### config.mk
export PLATFORM = sky130hd
export DESIGN_NAME = ap_ctrl_driver
export DESIGN_NICKNAME = d
export VERILOG_FILES = /design/src/rtl/ap_ctrl_driver_pkg.sv /design/src/rtl/ap_ctrl_driver_ts_fifo.sv /design/src/rtl/ap_ctrl_driver.sv
export SDC_FILE = /design/constraint.sdc
export NUM_CORES = 1
export LEC_CHECK = 0
export ABC_CLOCK_PERIOD_IN_PS = 8550
export BUFFER_PORTS_ARGS = -buffer_cell sky130_fd_sc_hd__buf_4
export CORE_MARGIN = 3
export CORE_UTILIZATION = 37
export DETAILED_ROUTE_END_ITERATION = 8
export GPL_TIMING_DRIVEN = 0
export HOLD_SLACK_MARGIN = 0.12
export PLACE_DENSITY = 0.58
export SYNTH_ARGS = -nofsm -noshare
export SYNTH_HDL_FRONTEND = slang
export SYNTH_HIERARCHICAL = 1
export SYNTH_SLANG_ARGS = --single-unit
### constraint.sdc
create_clock -name clock -period 8.55 [get_ports clock]
set_clock_uncertainty 0.05 [all_clocks]
set_input_delay 0.4275 -clock clock [delete_from_list [all_inputs] [get_ports clock]]
set_output_delay 0.4275 -clock clock [all_outputs]
set_load 0.01 [all_outputs]
### src/rtl/ap_ctrl_driver_pkg.sv
// ap_ctrl_driver_pkg
// Shared types and helpers for the HLS block-level control initiator.
//   state_e       : run-level FSM state (IDLE / RUN / DRAIN)
//   latency_calc  : modular difference between a completion cycle and a
//                   start timestamp; callers truncate the result to their
//                   counter width, so wrap-around of the cycle counter is
//                   absorbed naturally.
package ap_ctrl_driver_pkg;

  typedef enum logic [1:0] {
    ST_IDLE  = 2'd0,
    ST_RUN   = 2'd1,
    ST_DRAIN = 2'd2
  } state_e;

  // Widest counter the latency helper supports.
  localparam int LAT_CALC_W = 64;

  function automatic logic [LAT_CALC_W-1:0] latency_calc(
    input logic [LAT_CALC_W-1:0] now_cyc,
    input logic [LAT_CALC_W-1:0] ts
  );
    return now_cyc - ts;
  endfunction

endpackage

### src/rtl/ap_ctrl_driver_ts_fifo.sv
// ts_fifo
// Start-timestamp FIFO holding one entry per in-flight kernel transaction.
// The head entry is readable in the same cycle it is popped, so the
// consumer can compute latency on the consume cycle itself.
// Ports:
//   clock, reset : clock and asynchronous active-high reset
//   push, din    : write din when push && !full
//   pop, dout    : advance head when pop && !empty; dout is the head entry
//   full, empty  : occupancy flags
module ts_fifo #(
  parameter int W     = 32,
  parameter int DEPTH = 4
) (
  input  logic         clock,
  input  logic         reset,
  input  logic         push,
  input  logic         pop,
  input  logic [W-1:0] din,
  output logic [W-1:0] dout,
  output logic         full,
  output logic         empty
);

  localparam int AW = (DEPTH > 1) ? $clog2(DEPTH) : 1;
  // One extra pointer bit distinguishes full from empty.
  localparam int PW = $clog2(DEPTH) + 1;

  logic [W-1:0]  mem_q [DEPTH];
  logic [PW-1:0] wptr_q;
  logic [PW-1:0] rptr_q;
  logic [AW-1:0] widx;
  logic [AW-1:0] ridx;

  generate
    if (DEPTH > 1) begin : g_idx
      assign widx = wptr_q[AW-1:0];
      assign ridx = rptr_q[AW-1:0];
    end else begin : g_single
      assign widx = '0;
      assign ridx = '0;
    end
  endgenerate

  assign empty = (wptr_q == rptr_q);
  assign full  = ((wptr_q - rptr_q) == PW'(DEPTH));
  assign dout  = mem_q[ridx];

  always_ff @(posedge clock or posedge reset) begin
    if (reset) begin
      wptr_q <= '0;
      rptr_q <= '0;
    end else begin
      if (push && !full) begin
        wptr_q <= wptr_q + PW'(1);
      end
      if (pop && !empty) begin
        rptr_q <= rptr_q + PW'(1);
      end
    end
  end

  always_ff @(posedge clock) begin
    if (push && !full) begin
      mem_q[widx] <= din;
    end
  end

endmodule

### src/rtl/ap_ctrl_driver.sv
// ap_ctrl_driver
// Initiator side of the HLS ap_ctrl handshake. Issues a programmed number
// of transactions to one kernel with bounded outstanding starts, applies a
// programmable ap_continue hold-off, and records latency / start-interval
// statistics for bring-up.
// Ports:
//   clock, reset                  : clock, asynchronous active-high reset
//   cfg_start                     : pulse that launches a run (ignored while busy)
//   cfg_num_txn, cfg_continue_hold: run parameters sampled with cfg_start
//   ap_start / ap_ready           : start request and kernel acceptance
//   ap_done / ap_continue         : kernel completion and its consumption
//   busy, all_done                : run active level and completion pulse
//   txn_started, txn_done         : accepted starts / consumed dones this run
//   last_latency, max_latency     : start-to-consume latency statistics
//   min_interval                  : minimum cycles between accepted starts
//   err                           : sticky protocol error
module ap_ctrl_driver
  import ap_ctrl_driver_pkg::*;
#(
  parameter int CNT_W           = 32,
  parameter int MAX_OUTSTANDING = 4,
  parameter int HOLD_W          = 8
) (
  input  logic              clock,
  input  logic              reset,
  input  logic              cfg_start,
  input  logic [CNT_W-1:0]  cfg_num_txn,
  input  logic [HOLD_W-1:0] cfg_continue_hold,
  output logic              ap_start,
  input  logic              ap_ready,
  input  logic              ap_done,
  output logic              ap_continue,
  output logic              busy,
  output logic              all_done,
  output logic [CNT_W-1:0]  txn_started,
  output logic [CNT_W-1:0]  txn_done,
  output logic [CNT_W-1:0]  last_latency,
  output logic [CNT_W-1:0]  max_latency,
  output logic [CNT_W-1:0]  min_interval,
  output logic              err
);

  localparam logic [CNT_W-1:0]  CNT_ONE  = CNT_W'(1);
  localparam logic [CNT_W-1:0]  MAX_CNT  = CNT_W'(MAX_OUTSTANDING);
  localparam logic [HOLD_W-1:0] HOLD_ONE = HOLD_W'(1);

  state_e            state_q, state_d;
  logic [CNT_W-1:0]  cyc_q, cyc_d;
  logic [CNT_W-1:0]  num_q, num_d;
  logic [CNT_W-1:0]  started_q, started_d;
  logic [CNT_W-1:0]  done_q, done_d;
  logic [CNT_W-1:0]  last_lat_q, last_lat_d;
  logic [CNT_W-1:0]  max_lat_q, max_lat_d;
  logic [CNT_W-1:0]  min_int_q, min_int_d;
  logic [CNT_W-1:0]  prev_acc_q, prev_acc_d;
  logic [CNT_W-1:0]  ts_q, ts_d;
  logic [HOLD_W-1:0] hold_q, hold_d;
  logic [HOLD_W-1:0] hc_q, hc_d;
  logic              ap_start_q, ap_start_d;
  logic              busy_q, busy_d;
  logic              all_done_q, all_done_d;
  logic              err_q, err_d;

  logic              cont_w;
  logic              accept_w;
  logic              consume_w;
  logic              push_w;
  logic              pop_w;
  logic              fifo_full_w;
  logic              fifo_empty_w;
  logic [CNT_W-1:0]  fifo_dout_w;
  logic [CNT_W-1:0]  lat_w;
  logic [CNT_W-1:0]  intv_w;

  assign cont_w    = busy_q && (hc_q == '0);
  assign accept_w  = ap_start_q && ap_ready;
  assign consume_w = ap_done && cont_w;
  assign push_w    = accept_w && !fifo_full_w;
  // A done with nothing outstanding is flagged, never popped.
  assign pop_w     = consume_w && !fifo_empty_w;
  assign lat_w     = CNT_W'(latency_calc(LAT_CALC_W'(cyc_q), LAT_CALC_W'(fifo_dout_w)));
  assign intv_w    = cyc_q - prev_acc_q;

  ts_fifo #(
    .W     (CNT_W),
    .DEPTH (MAX_OUTSTANDING)
  ) u_ts_fifo (
    .clock (clock),
    .reset (reset),
    .push  (push_w),
    .pop   (pop_w),
    .din   (ts_q),
    .dout  (fifo_dout_w),
    .full  (fifo_full_w),
    .empty (fifo_empty_w)
  );

  always_comb begin
    state_d    = state_q;
    cyc_d      = cyc_q + CNT_ONE;
    num_d      = num_q;
    started_d  = started_q;
    done_d     = done_q;
    last_lat_d = last_lat_q;
    max_lat_d  = max_lat_q;
    min_int_d  = min_int_q;
    prev_acc_d = prev_acc_q;
    ts_d       = ts_q;
    hold_d     = hold_q;
    hc_d       = hc_q;
    busy_d     = busy_q;
    all_done_d = 1'b0;
    err_d      = err_q;
    ap_start_d = 1'b0;

    case (state_q)
      ST_IDLE: begin
        if (cfg_start) begin
          if (cfg_num_txn == '0) begin
            all_done_d = 1'b1;
          end else begin
            num_d      = cfg_num_txn;
            hold_d     = cfg_continue_hold;
            hc_d       = cfg_continue_hold;
            started_d  = '0;
            done_d     = '0;
            last_lat_d = '0;
            max_lat_d  = '0;
            min_int_d  = '1;
            err_d      = 1'b0;
            busy_d     = 1'b1;
            state_d    = ST_RUN;
          end
        end
      end

      ST_RUN, ST_DRAIN: begin
        if (accept_w) begin
          started_d  = started_q + CNT_ONE;
          prev_acc_d = cyc_q;
          if (started_q != '0 && intv_w < min_int_q) begin
            min_int_d = intv_w;
          end
        end

        // hc is re-armed right after every consume and only counts down
        // while the kernel holds ap_done, so the hold-off always starts at
        // the rising edge of the next ap_done.
        if (consume_w) begin
          hc_d = hold_q;
          if (fifo_empty_w) begin
            err_d = 1'b1;
          end else begin
            done_d     = done_q + CNT_ONE;
            last_lat_d = lat_w;
            if (lat_w > max_lat_q) begin
              max_lat_d = lat_w;
            end
          end
        end else if (ap_done && hc_q != '0) begin
          hc_d = hc_q - HOLD_ONE;
        end

        if (state_q == ST_RUN && started_d == num_q) begin
          state_d = ST_DRAIN;
        end
        if (state_q == ST_DRAIN && done_d == num_q) begin
          state_d    = ST_IDLE;
          busy_d     = 1'b0;
          all_done_d = 1'b1;
        end
      end

      default: state_d = ST_IDLE;
    endcase

    if (ap_ready && !ap_start_q) begin
      err_d = 1'b1;
    end

    // ap_start only falls after an acceptance (quota reached or FIFO now
    // full), so a pending request is never withdrawn.
    ap_start_d = (state_d == ST_RUN) && (started_d != num_d) &&
                 ((started_d - done_d) < MAX_CNT);

    // Timestamp is the cycle ap_start is first high for a transaction.
    if (ap_start_d && (!ap_start_q || accept_w)) begin
      ts_d = cyc_d;
    end
  end

  always_ff @(posedge clock or posedge reset) begin
    if (reset) begin
      state_q    <= ST_IDLE;
      cyc_q      <= '0;
      num_q      <= '0;
      started_q  <= '0;
      done_q     <= '0;
      last_lat_q <= '0;
      max_lat_q  <= '0;
      min_int_q  <= '1;
      prev_acc_q <= '0;
      ts_q       <= '0;
      hold_q     <= '0;
      hc_q       <= '0;
      ap_start_q <= 1'b0;
      busy_q     <= 1'b0;
      all_done_q <= 1'b0;
      err_q      <= 1'b0;
    end else begin
      state_q    <= state_d;
      cyc_q      <= cyc_d;
      num_q      <= num_d;
      started_q  <= started_d;
      done_q     <= done_d;
      last_lat_q <= last_lat_d;
      max_lat_q  <= max_lat_d;
      min_int_q  <= min_int_d;
      prev_acc_q <= prev_acc_d;
      ts_q       <= ts_d;
      hold_q     <= hold_d;
      hc_q       <= hc_d;
      ap_start_q <= ap_start_d;
      busy_q     <= busy_d;
      all_done_q <= all_done_d;
      err_q      <= err_d;
    end
  end

  assign ap_start     = ap_start_q;
  assign ap_continue  = cont_w;
  assign busy         = busy_q;
  assign all_done     = all_done_q;
  assign txn_started  = started_q;
  assign txn_done     = done_q;
  assign last_latency = last_lat_q;
  assign max_latency  = max_lat_q;
  assign min_interval = min_int_q;
  assign err          = err_q;

endmodule
==> flow_summary.toml <==
[critical_path]
cp.required_ns = 8.95
r2r_slack_ns = 0.23
startpoint_type = "register"
r2r_end = "ts_q[25]"
critical_path_class = "reg2reg"
reg2regPathDepth = 22
critPathMaxFanout = 10
r2r_start = "ap_start"
critPathArrivalTime_ns = 8.72
end_kind = "register"

[hold_path]
min_to = "num_q[6]"
hp-class = "in2reg"
hold_path_depth = 4
hold_start = "cfg_start"

[drt]
via_per_inst = 5.59
vias = 24300
first_pass_iters = 5
drt-initial-drc-count = 2205
drt_wl_total_mm = 101
drc = 0
drt-wirelength-per-cell_um = 23.2
ant_nets = 0

[placement]
dp_hpwl_mm = 79.0
port_buffers = 208
placed_area_mm2 = 0.0317
gp_congestion = 1.01

[global_route]
grt_antenna_before_repair = 8
globalRouteTotalUtil = 0.243
grt_max_degree = 40
grt_overflow = 0
grt_pass1_vias = 23400
grt_first_pass_wirelength_mm = 150

[sta]
rsz0062_at_grt = "no"
fmax_ghz = 0.120
post-route-period-util = 0.973
setup_viol = 0
hold_viol = 0
min_period_ns = 8.32
slew_viol_final = 0
slew_headroom = 0.128
max_slew.worst_pin.slew_ns = 1.29

[synthesis]
yosysWarnings = 6
syn_avg_cell_area_um2 = 9.69
ys_types = 90
yosysTopAreaCell = "dfrtp_1"
syn_area_mm2 = 0.0286
syn-num-nets = 3173
ys_ff_latch = 444
synth_edf_count = 128
synthTopCellsByArea = "dfrtp_1 (25%), edfxtp_1 (13%), ha_1 (7.5%), xnor2_1 (4.8%), nand2_1 (3.9%)"
ys_async_sr_fraction = 0.712
yosysSeqAreaShare = 0.412
synth_top_cell_area_share = 0.248
synthCells = 2954
synth_ff_type = "dfrtp_1"

[power]
p_leak_uw = 0.0155
powerDensity_mw_per_mm2 = 139
netSwitchingFraction = 0.232
clockPowerShare = 0.501
ir_drop_uv = 144
p_sw_uw = 1100
p_seq_frac = 0.466
combPwrFrac = 0.033
total_power_uw = 4740
internal-power_uw = 3640

[clock_tree]
clock_sinks = 444
cts_buffers = 54
cts-htree-levels = 2
cts_tree = "yes"
cts_buffer_depth = 3
root_buffer = "clkbuf_16"
clock_latency_ns = 0.65
path_clk_slew_ns = 0.06

[die]
initial_utilization = 0.375
die_area_mm2 = 0.0807
die_x_um = 284
fp-row-count = 101
placeableCoreArea_mm2 = 0.0763
io_pins = 210
die_h_um = 284

[final_layout]
syn_to_final_growth_pct = 19.0
drive_gt1_frac = 0.162
nNetsFinal = 3489
stdcell_area_mm2 = 0.0340

[run_status]
status = "completed"

[job]
cap_violations = 0
-- how the worst max path moves through the flow --
stage,start,end,cells past startpoint
detailed placement,u_ts_fifo/rptr_q[1],ts_q[25],29
global route,ap_start,ts_q[25],22
floorplan,u_ts_fifo/rptr_q[1],ts_q[0],29
finish,ap_start,ts_q[25],22
global placement,u_ts_fifo/rptr_q[1],ts_q[24],29
CTS,u_ts_fifo/rptr_q[1],ts_q[25],30
-- logic make-up (layout without fill, tap and decap cells) --
group                    count (synthesis)  after routing  share of synthesized area
buffers and inverters                  350            712                     0.0471
other                                    0              3                          0
XOR/XNOR                               234            234                     0.0724
flip-flops                             444            444                      0.412
AO/OA/AOI/OAI                          641            641                      0.146
multiplexers                           174            174                     0.0828
AND/OR/NAND/NOR                        936            936                      0.162
adder cells (fa/ha/maj)                175            175                     0.0770
-- final cells by class --
class | instances | area (um2)
Clock inverter | 32 | 389
Multi-Input combinational cell | 2160 | 15500
Buffer | 133 | 559
Fill cell | 7470 | 42300
Tap cell | 1030 | 1290
Antenna cell | 3 | 7.51
Sequential cell | 444 | 11800
Inverter | 215 | 811
Timing Repair Buffer | 262 | 2210
Clock buffer | 70 | 1460
-- Yosys cell counts, types with 23 or more instances --
cell	count
nand2_1	294
dfrtp_1	284
inv_1	215
nor2_1	192
a21oi_1	175
ha_1	172
o21ai_0	161
xnor2_1	158
edfxtp_1	128
clkbuf_1	119
nand3_1	86
xor2_1	74
nand4_1	73
mux2_2	58
mux2i_1	53
a21o_1	51
nor3_1	48
nor4_1	39
dfstp_2	32
mux4_2	32
mux2_4	31
and3_1	29
and2_1	28
nand2b_1	28
a31oi_1	23
-- power groups by stage --
| stage | Clock, uW | Sequential (uW) | Combinational [uW] |
|---|---|---|---|
| floorplan | 0 | 2250 | 84.7 |
| global placement | 0 | 2250 | 130 |
| detailed placement | 0 | 2250 | 141 |
| CTS | 2420 | 2210 | 158 |
| global route | 2500 | 2210 | 176 |
| finish | 2370 | 2210 | 156 |
-- critical path: stages, from the launching register on --
cell and delay [ns]:
dfrtp_1 0.39, clkbuf_1 0.63, and4_1 0.30, clkbuf_1 0.35, nand2_1 0.17, nor4_1 0.73
nand3_1 0.16, o21ai_0 0.98, ha_1 0.48, nand3_1 0.17, nor2_1 0.09, a21oi_1 0.18
o32ai_1 0.12, or4_1 0.57, a311o_1 0.30, nor4_2 0.20, o2111ai_1 0.15, or4_1 0.50
or4_4 0.59, a2111oi_4 0.28, buf_12 0.20, buf_6 0.20, mux2_4 0.31
-- sequential cells by signal, summed over array words and instances, names as in the netlist --
register	flops
txn_done	32
u_ts_fifo/wptr_q	3
ap_start	1
hc_q	8
u_ts_fifo/rptr_q	3
u_ts_fifo/mem_q	128
hold_q	8
prev_acc_q	32
err	1
min_interval	32
max_latency	32
txn_started	32
num_q	32
ts_q	32
busy	1
all_done	1
state_q	2
cyc_q	32
last_latency	32
-- cells in the final DEF (no fill, tap or decap), drive strengths merged, types with 10 or more instances in the layout --
master and instances:
o22a 10, and2 36, mux2 89, mux4 32, or2 11, buf 235, nand4 73, dfstp 32
dfrtp 284, inv 217, mux2i 53, and4 21, edfxtp 128, clkinv 17, nor2 192, a21oi 175
dlygate4sd3 41, o31ai 10, nand2b 28, o211ai 15, and3 29, a31oi 24, a2111oi 14, or4 15
nor3 49, xnor2 158, a21o 51, xor2 75, o21ai 162, a211oi 15, nor2b 21, o21bai 20
nand2 294, or3 16, ha 172, nor4 44, o21a 23, o31a 22, nand3 86, clkbuf 189
-- what timing repair did --
item,4_1_cts,5_1_grt
buffers inserted,1,0
endpoints found under the hold margin,78,0
setup endpoints to repair,63,59
pin swaps,1,0
hold buffers,41,0
resized for setup,12,28
-- metrics by stage --
stage,setup slack [ns],utilization,hold WS [ns],instances,setup TNS (ns)
after floorplan,1.22,-,0.168,2954,0
after detailed placement,-1.47,0.415,0.369,4204,-59.80
after CTS,0.00381,0.446,0.209,4347,0
after global placement,-1.55,0.412,0.368,4192,-61.32
after global routing,0.0292,0.446,0.284,4346,0
final,0.229,0.446,0.251,4349,0
-- per-layer routing --
metal | part of all wire | GRT usage | up-vias
met3 | 0.077 | 0.0510 | 178
met5 | 0.00020 | 0 | -
met2 | 0.43 | 0.371 | 995
met1 | 0.45 | 0.343 | 11800
met4 | 0.039 | 0.0836 | 4
li1 | - | - | 11300
Note: power is estimated with default switching activity, not from simulation.
